**src/rtl/spi_flash_read_ctrl_if.sv**
```systemverilog
// Request/response bundle between user logic and the SPI flash read controller.
// The controller side uses the slave modport; user logic uses master.
interface spi_flash_read_ctrl_if #(
  parameter int LEN_W = 16
) ();
  logic             cmd_valid;
  logic             cmd_ready;
  logic [23:0]      cmd_addr;
  logic [LEN_W-1:0] cmd_len;
  logic [7:0]       rd_data;
  logic             rd_valid;
  logic             rd_ready;
  logic             busy;
  logic             done;

  modport master (
    output cmd_valid, cmd_addr, cmd_len, rd_ready,
    input  cmd_ready, rd_data, rd_valid, busy, done
  );

  modport slave (
    input  cmd_valid, cmd_addr, cmd_len, rd_ready,
    output cmd_ready, rd_data, rd_valid, busy, done
  );
endinterface

```
**src/rtl/spi_flash_read_ctrl.sv**
```systemverilog
// SPI configuration-flash reader: optional release-from-power-down after reset,
// then READ (0x03) + 24-bit address in mode 0, bytes streamed out through a
// one-byte holding register with valid/ready backpressure.
//
// state     | meaning
// WAKE_TX   | shifting 0xAB (release from power-down)
// WAKE_WAIT | SS high, waiting T_WAKE clocks for the flash to wake
// IDLE      | cmd_ready high, waiting for a request
// CMD       | shifting the 0x03 opcode
// ADDR      | shifting the 24-bit address, MSB first
// DATA      | sampling read bytes; after the last one, SS high until drained
// GAP       | SS high for CS_HIGH clocks before the next request
module spi_flash_read_ctrl #(
  parameter int CLK_DIV       = 4,
  parameter bit WAKE_ON_RESET = 1'b1,
  parameter int T_WAKE        = 288,
  parameter int CS_HIGH       = 8,
  parameter int LEN_W         = 16
) (
  input  logic                clk,
  input  logic                rst,
  spi_flash_read_ctrl_if.slave bus,
  output logic                spi_ss_o,
  output logic                spi_sck_o,
  output logic                spi_mosi_o,
  input  logic                spi_miso_i
);
  localparam int DIV_W  = $clog2(CLK_DIV + 1);
  localparam int WAKE_W = $clog2(T_WAKE + 1);
  localparam int GAP_W  = $clog2(CS_HIGH + 1);
  localparam logic [DIV_W-1:0]  DIV_LOAD  = DIV_W'(CLK_DIV - 1);
  localparam logic [WAKE_W-1:0] WAKE_LOAD = WAKE_W'((T_WAKE > 0) ? T_WAKE - 1 : 0);
  localparam logic [GAP_W-1:0]  GAP_LOAD  = GAP_W'((CS_HIGH > 0) ? CS_HIGH - 1 : 0);

  typedef enum logic [2:0] {
    WAKE_TX, WAKE_WAIT, IDLE, CMD, ADDR, DATA, GAP
  } state_t;

  state_t            state;
  logic [DIV_W-1:0]  div_cnt;
  logic [4:0]        bit_cnt;
  logic [WAKE_W-1:0] wake_cnt;
  logic [GAP_W-1:0]  gap_cnt;
  logic [LEN_W-1:0]  byte_cnt;
  logic [31:0]       sh_out;
  logic [7:0]        sh_in;
  logic              pend;
  logic              lead;
  logic [7:0]        rd_data_q;
  logic              rd_valid_q;
  logic              done_q;
  logic              ss_q;
  logic              sck_q;
  logic              mosi_q;

  // Sequencer, bit engine and holding register in one registered process.
  // lead marks the single SS-low cycle that precedes the first low phase;
  // pend marks a completed byte in sh_in still waiting for the holding register.
  always_ff @(posedge clk) begin
    if (rst) begin
      state      <= WAKE_ON_RESET ? WAKE_TX : IDLE;
      div_cnt    <= '0;
      bit_cnt    <= 5'd7;
      wake_cnt   <= '0;
      gap_cnt    <= '0;
      byte_cnt   <= '0;
      sh_out     <= {8'hAB, 24'h0};
      sh_in      <= '0;
      pend       <= 1'b0;
      lead       <= 1'b0;
      rd_data_q  <= '0;
      rd_valid_q <= 1'b0;
      done_q     <= 1'b0;
      ss_q       <= 1'b1;
      sck_q      <= 1'b0;
      mosi_q     <= 1'b0;
    end else begin
      done_q <= 1'b0;

      // Acceptance frees the holding register; a pending byte moves in on the following clock.
      if (rd_valid_q && bus.rd_ready) begin
        rd_valid_q <= 1'b0;
      end else if (pend && !rd_valid_q) begin
        rd_data_q  <= sh_in;
        rd_valid_q <= 1'b1;
        pend       <= 1'b0;
      end

      case (state)
        IDLE: begin
          if (bus.cmd_valid) begin
            if (bus.cmd_len == '0) begin
              done_q <= 1'b1;
            end else begin
              state    <= CMD;
              ss_q     <= 1'b0;
              lead     <= 1'b1;
              sh_out   <= {8'h03, bus.cmd_addr};
              bit_cnt  <= 5'd31;
              byte_cnt <= bus.cmd_len;
            end
          end
        end
        WAKE_WAIT: begin
          if (wake_cnt == '0) state <= IDLE;
          else wake_cnt <= wake_cnt - 1'b1;
        end
        GAP: begin
          if (gap_cnt == '0) state <= IDLE;
          else gap_cnt <= gap_cnt - 1'b1;
        end
        default: begin
          if (ss_q) begin
            // SS high here means either the first cycle after reset (wake) or
            // the drain wait after the last byte of a read.
            if (state == WAKE_TX) begin
              ss_q <= 1'b0;
              lead <= 1'b1;
            end else if (!pend && (!rd_valid_q || bus.rd_ready)) begin
              state   <= GAP;
              gap_cnt <= GAP_LOAD;
            end
          end else if (lead) begin
            lead    <= 1'b0;
            div_cnt <= DIV_LOAD;
            mosi_q  <= sh_out[31];
            sh_out  <= {sh_out[30:0], 1'b0};
          end else if (!sck_q) begin
            if (div_cnt != '0) begin
              div_cnt <= div_cnt - 1'b1;
            end else if (!pend) begin
              // Rising edge; withheld while a completed byte cannot be stored.
              sck_q   <= 1'b1;
              div_cnt <= DIV_LOAD;
              if (state == DATA) begin
                sh_in <= {sh_in[6:0], spi_miso_i};
                if (bit_cnt == 5'd0) begin
                  pend     <= 1'b1;
                  byte_cnt <= byte_cnt - 1'b1;
                end
              end
            end
          end else begin
            if (div_cnt != '0) begin
              div_cnt <= div_cnt - 1'b1;
            end else begin
              sck_q   <= 1'b0;
              div_cnt <= DIV_LOAD;
              bit_cnt <= bit_cnt - 5'd1;
              mosi_q  <= sh_out[31];
              sh_out  <= {sh_out[30:0], 1'b0};
              case (state)
                WAKE_TX: begin
                  if (bit_cnt == 5'd0) begin
                    state    <= WAKE_WAIT;
                    ss_q     <= 1'b1;
                    mosi_q   <= 1'b0;
                    wake_cnt <= WAKE_LOAD;
                  end
                end
                CMD: begin
                  if (bit_cnt == 5'd24) state <= ADDR;
                end
                ADDR: begin
                  if (bit_cnt == 5'd0) begin
                    state   <= DATA;
                    bit_cnt <= 5'd7;
                    mosi_q  <= 1'b0;
                  end
                end
                default: begin
                  mosi_q <= 1'b0;
                  if (bit_cnt == 5'd0) begin
                    if (byte_cnt == '0) ss_q <= 1'b1;
                    else bit_cnt <= 5'd7;
                  end
                end
              endcase
            end
          end
        end
      endcase
    end
  end

  // done must coincide with acceptance of the final byte, so that term is
  // decoded from registered state and the consumer's rd_ready.
  assign bus.done      = done_q | ((state == DATA) && (byte_cnt == '0) && !pend &&
                                   rd_valid_q && bus.rd_ready);
  assign bus.cmd_ready = (state == IDLE);
  assign bus.busy      = (state != IDLE);
  assign bus.rd_data   = rd_data_q;
  assign bus.rd_valid  = rd_valid_q;
  assign spi_ss_o      = ss_q;
  assign spi_sck_o     = sck_q;
  assign spi_mosi_o    = mosi_q;
endmodule

```
**src/flat_wrapper.sv**
```systemverilog
// flat-port wrapper written by rule: the top's interface ports become plain ports
module spi_flash_read_ctrl_flat 
#(
  parameter int CLK_DIV       = 4,
  parameter bit WAKE_ON_RESET = 1'b1,
  parameter int T_WAKE        = 288,
  parameter int CS_HIGH       = 8,
  parameter int LEN_W         = 16
)
  (clk, rst, spi_ss_o, spi_sck_o, spi_mosi_o, spi_miso_i, bus_cmd_valid, bus_cmd_addr, bus_cmd_len, bus_rd_ready, bus_cmd_ready, bus_rd_data, bus_rd_valid, bus_busy, bus_done);
  spi_flash_read_ctrl_if #(.LEN_W(LEN_W)) bus_i ();
  input  logic clk;
  input  logic rst;
  output logic spi_ss_o;
  output logic spi_sck_o;
  output logic spi_mosi_o;
  input  logic spi_miso_i;
  input wire logic [$bits(bus_i.cmd_valid)-1:0] bus_cmd_valid;
  input wire logic [$bits(bus_i.cmd_addr)-1:0] bus_cmd_addr;
  input wire logic [$bits(bus_i.cmd_len)-1:0] bus_cmd_len;
  input wire logic [$bits(bus_i.rd_ready)-1:0] bus_rd_ready;
  output wire logic [$bits(bus_i.cmd_ready)-1:0] bus_cmd_ready;
  output wire logic [$bits(bus_i.rd_data)-1:0] bus_rd_data;
  output wire logic [$bits(bus_i.rd_valid)-1:0] bus_rd_valid;
  output wire logic [$bits(bus_i.busy)-1:0] bus_busy;
  output wire logic [$bits(bus_i.done)-1:0] bus_done;
  assign bus_i.cmd_valid = bus_cmd_valid;
  assign bus_i.cmd_addr = bus_cmd_addr;
  assign bus_i.cmd_len = bus_cmd_len;
  assign bus_i.rd_ready = bus_rd_ready;
  assign bus_cmd_ready = bus_i.cmd_ready;
  assign bus_rd_data = bus_i.rd_data;
  assign bus_rd_valid = bus_i.rd_valid;
  assign bus_busy = bus_i.busy;
  assign bus_done = bus_i.done;
  spi_flash_read_ctrl #(.CLK_DIV(CLK_DIV), .WAKE_ON_RESET(WAKE_ON_RESET), .T_WAKE(T_WAKE), .CS_HIGH(CS_HIGH), .LEN_W(LEN_W)) u_core (.clk(clk), .rst(rst), .bus(bus_i), .spi_ss_o(spi_ss_o), .spi_sck_o(spi_sck_o), .spi_mosi_o(spi_mosi_o), .spi_miso_i(spi_miso_i));
endmodule
```
**config.mk**
```make
export PLATFORM = sky130hd
export DESIGN_NAME = spi_flash_read_ctrl_flat
export DESIGN_NICKNAME = d
export VERILOG_FILES = /design/src/rtl/spi_flash_read_ctrl_if.sv /design/src/rtl/spi_flash_read_ctrl.sv /design/src/flat_wrapper.sv
export SDC_FILE = /design/constraint.sdc
export NUM_CORES = 1
export LEC_CHECK = 0
export ABC_CLOCK_PERIOD_IN_PS = 2900
export BUFFER_PORTS_ARGS = -buffer_cell sky130_fd_sc_hd__buf_2
export CELL_PAD_IN_SITES_DETAIL_PLACEMENT = 0
export CELL_PAD_IN_SITES_GLOBAL_PLACEMENT = 1
export CORE_MARGIN = 5
export CORE_UTILIZATION = 43
export CTS_CLUSTER_SIZE = 25
export DETAILED_ROUTE_END_ITERATION = 12
export PLACE_DENSITY_LB_ADDON = 0.1
export SETUP_SLACK_MARGIN = 0.1
export SLEW_MARGIN = 20
export SYNTH_ARGS = -nofsm -noshare
export SYNTH_HDL_FRONTEND = slang
export SYNTH_SLANG_ARGS = --single-unit
```
**constraint.sdc**
```tcl
create_clock -name clk -period 2.9 [get_ports clk]
set_clock_uncertainty 0.2 [all_clocks]
set_input_delay 0.58 -clock clk [delete_from_list [all_inputs] [get_ports clk]]
set_output_delay 0.58 -clock clk [all_outputs]
set_load 0.02 [all_outputs]
```
==> flow_metrics.py <==
metrics = {
    "setup_path": {
        "path_class": "reg -> reg",
        "crit_required_ns": 2.94,
        "crit_fanout": 7,
        "cp.arrival_ns": 2.75,
        "startpoint_type": "flip-flop",
        "slowest_delay_ns": 0.51,
        "path_delay_family": "simple AND/OR/NAND/NOR gates",
        "path_buf_inv": 2,
        "path_cells": "inv_1 > ha_1 > or4b_4 > buf_4 > o21ai_0 > a221oi_2 > nor4bb_4 > nor2_1 > a2111oi_2",
        "cpMaxStageDelayCell": "or4b_4",
        "crit_path_end_kind": "flip-flop",
    },
    "route": {
        "avgViaCountPerCell": 5.53,
        "wl_um": 12100,
        "drt_pass1_iterations": 5,
        "first_iter_violations": 182,
        "wl_per_cell_um": 14.8,
        "drcViolationCount": 0,
        "via_count": 4534,
        "drtAntennaViolNets": 0,
    },
    "timing": {
        "relSlewSlack_pct": 52.2,
        "min_period_ns": 2.72,
        "tns_ns": 0,
        "hold_violations": 0,
        "report.final.slew_viol_count": 0,
        "rsz0062_at_grt": "yes",
        "finalCritPeriodShare_pct": 93.6,
        "setup_viol": 0,
        "tightest_slew_ns": 0.706,
        "fmax_mhz": 368,
    },
    "logic_synthesis": {
        "yosysUniqueCellTypes": 65,
        "ys_async_sr_fraction_pct": 0,
        "ys_seq_area_share_pct": 39.4,
        "synth_area_per_cell_um2": 8.04,
        "ys_warn_count": 0,
        "syn_area_um2": 4830,
        "ys_ff_latch": 95,
        "synth_largest_area_cell": "dfxtp_1",
        "syn-num-nets": 654,
        "synthTopCellsByArea": "dfxtp_1 (39%), nor2_1 (7.0%), nand2_1 (6.0%), a311oi_1 (4.4%), mux2i_1 (3.7%)",
        "ys.flop_type": "dfxtp_1",
        "yosysTopAreaCellShare_pct": 39.4,
        "synth_edf_count": 0,
        "syn_inst": 601,
    },
    "floorplanning": {
        "initial_core_util_pct": 44.2,
        "fp-row-count": 38,
        "die_h_um": 116,
        "dieArea_um2": 13500,
        "top_level_ports": 60,
        "die_w_um": 116,
        "core-area_um2": 10900,
    },
    "grt": {
        "grt_pass1_vias": 4255,
        "grt_pass1_wl_um": 20000,
        "grt_remaining_overflow": 0,
        "grt_max_degree": 34,
        "antenna_found_initial": 0,
        "groute.usage.overall_pct": 18.3,
    },
    "placement": {
        "dp_cells": 800,
        "place_area_um2": 5460,
        "dp.final_hpwl_um": 8680,
        "gp_congestion": 0.866,
        "numPortBuffers": 59,
    },
    "clock_network": {
        "cts.sinks": 95,
        "worstSkewPairLatency_ns": 0.34,
        "cts_buffer_depth": 2,
        "root_buffer": "clkbuf_16",
        "cts_buffers": 9,
        "ctsHtreeMaxLevel": 3,
        "clk_pin_slew_ns": 0.07,
        "cts_tree": "yes",
    },
    "power_and_ir_drop": {
        "p_switching_mw": 2.72,
        "switching_share_pct": 41.1,
        "p_comb_share_pct": 52.8,
        "vdd_ir_drop_max_mv": 0.690,
        "leakagePower_nw": 2.34,
        "powerDensity_nw_per_um2": 1140,
        "power_mw": 6.62,
        "pwr-share-seq_pct": 29.4,
        "p_int_mw": 3.90,
        "pwr-share-clk_pct": 17.8,
    },
    "layout": {
        "final_nets": 728,
        "fin_cells": 820,
        "area_growth_syn_to_layout_pct": 20.6,
        "drive_gt1_share_pct": 21.2,
        "final_area_um2": 5830,
        "num_antenna_cells": 0,
    },
    "min_path": {
        "hold_class": "reg -> reg",
    },
    "run_status": {
        "status": "finished, final reports clean",
    },
    "run": {
        "drv_cap": 0,
    },
}
-- through the flow --
| step | hold WS [ns] | utilization [%] | setup slack [ns] |
|---|---|---|---|
| 6_report | 0.252 | 53.3 | 0.185 |
| 5_1_grt | 0.276 | 53.3 | 0.0190 |
| 4_1_cts | 0.255 | 52.8 | 0.121 |
| 3_5_place_dp | 0.245 | 49.9 | -0.0633 |
| 3_3_place_gp | 0.238 | 49.9 | 0.0385 |
| 2_1_floorplan | 0.227 | - | 0.219 |
-- cell usage in the layout (no fill, tap or decap), types with 4 or more instances in the layout --
cell type,Yosys,layout
dfxtp_1,95,92
nor2_1,90,90
nand2_1,77,77
buf_2,10,58
buf_4,1,45
a21oi_1,34,34
o21ai_0,26,26
a311oi_1,24,24
nor3_1,22,21
mux2i_1,18,18
inv_1,13,11
nor4_1,11,11
nand3_1,11,11
nor2b_1,10,10
a211oi_1,9,9
clkbuf_16,0,9
nand2b_1,8,8
ha_1,8,8
a21o_1,5,5
o21a_1,5,5
o21ai_1,5,5
nor3b_1,4,4
and3_1,4,4
or2_2,4,4
nor4b_1,4,4
nand4_1,4,4
a22oi_1,4,4
xor2_1,4,4
-- state kept, by name (all words and copies together), names as in the netlist --
signal	count
u_core.spi_sck_o	1
u_core.div_cnt	3
u_core.wake_cnt	9
u_core.bus.rd_valid	1
u_core.state	3
u_core.sh_in	8
u_core.bit_cnt	5
u_core.pend	1
u_core.gap_cnt	4
u_core.byte_cnt	16
u_core.spi_mosi_o	1
u_core.bus.rd_data	8
u_core.sh_out	32
u_core.spi_ss_o	1
u_core.done_q	1
u_core.lead	1
-- repair_timing --
item | in CTS | in global routing
hold buffers | 0 | 0
buffers inserted | 3 | 1
gates resized for setup | 2 | 13
endpoints found under the setup margin | 2 | 11
pin swaps | 2 | 2
-- power groups by stage --
stage,registers [mW],logic [mW],clock network [mW]
3_3_place_gp,1.96,3.27,0
6_report,1.95,3.49,1.18
5_1_grt,2.00,3.90,1.26
2_1_floorplan,1.92,2.43,0
4_1_cts,1.94,3.43,1.21
3_5_place_dp,1.96,3.31,0
-- worst reg2reg max path: stages, from the launching register on --
cell       delay [ns]
dfxtp_1          0.34
inv_1            0.09
ha_1             0.18
or4b_4           0.52
buf_4            0.20
o21ai_0          0.10
a221oi_2         0.13
nor4bb_4         0.41
nor2_1           0.09
a2111oi_2        0.35
-- routing by layer --
metal | GRT usage [%] | part of all wire (%) | up-vias
li1 | - | - | 2311
met3 | 3.03 | 4.2 | 14
met4 | 8.28 | 1.8 | 0
met5 | 0 | 0 | -
met2 | 29.3 | 46 | 94
met1 | 24.1 | 48 | 2115
-- worst paths after layout --
kind,start,endpoint,slack [ns],cells after the start
worst max register to register,u_core.bit_cnt[1],u_core.state[2],0.18,9
worst min-delay path,u_core.sh_out[28],u_core.sh_out[28],0.25,2
worst min register to register,u_core.sh_out[28],u_core.sh_out[28],0.25,2
worst max-delay path,u_core.bit_cnt[1],u_core.state[2],0.18,9
-- cells by family (layout without fill, tap and decap cells) --
kind of cell,Yosys count,in the layout,share of synthesized area [%]
buf+inv,56,135,4.69
flops,95,95,39.4
xor+xnor,6,6,1.09
compound gates,145,145,21.1
mux,18,18,3.73
fa+ha+maj,8,8,2.07
simple gates,273,273,28.0
-- cell type report --
type / count / area, um^2
tap: 140 / 175
sequential: 95 / 1910
multi-input combinational: 450 / 2740
clock buffer: 13 / 250
fill: 1059 / 5110
clock inverter: 3 / 42.5
inverter: 14 / 52.6
timing repair buffer: 105 / 659
-- cell usage after synthesis, drive strengths merged (3+ instances only) --
master	n
xor2	4
o21ai	31
nand4	4
nor2b	10
and3	4
nand3	11
o21a	5
a311oi	24
a211oi	9
a21o	5
and2	4
or4	4
o211ai	3
a211o	3
o31ai	3
nor4	12
nor4b	5
mux2i	18
a21oi	34
buf	14
ha	8
o41ai	4
nor3b	4
inv	14
dfxtp	95
nor2	90
a22oi	4
nor3	22
or4b	6
clkbuf	28
a221oi	3
or2	4
nand2b	8
nand2	77
Note: power is estimated with default switching activity, not from simulation.
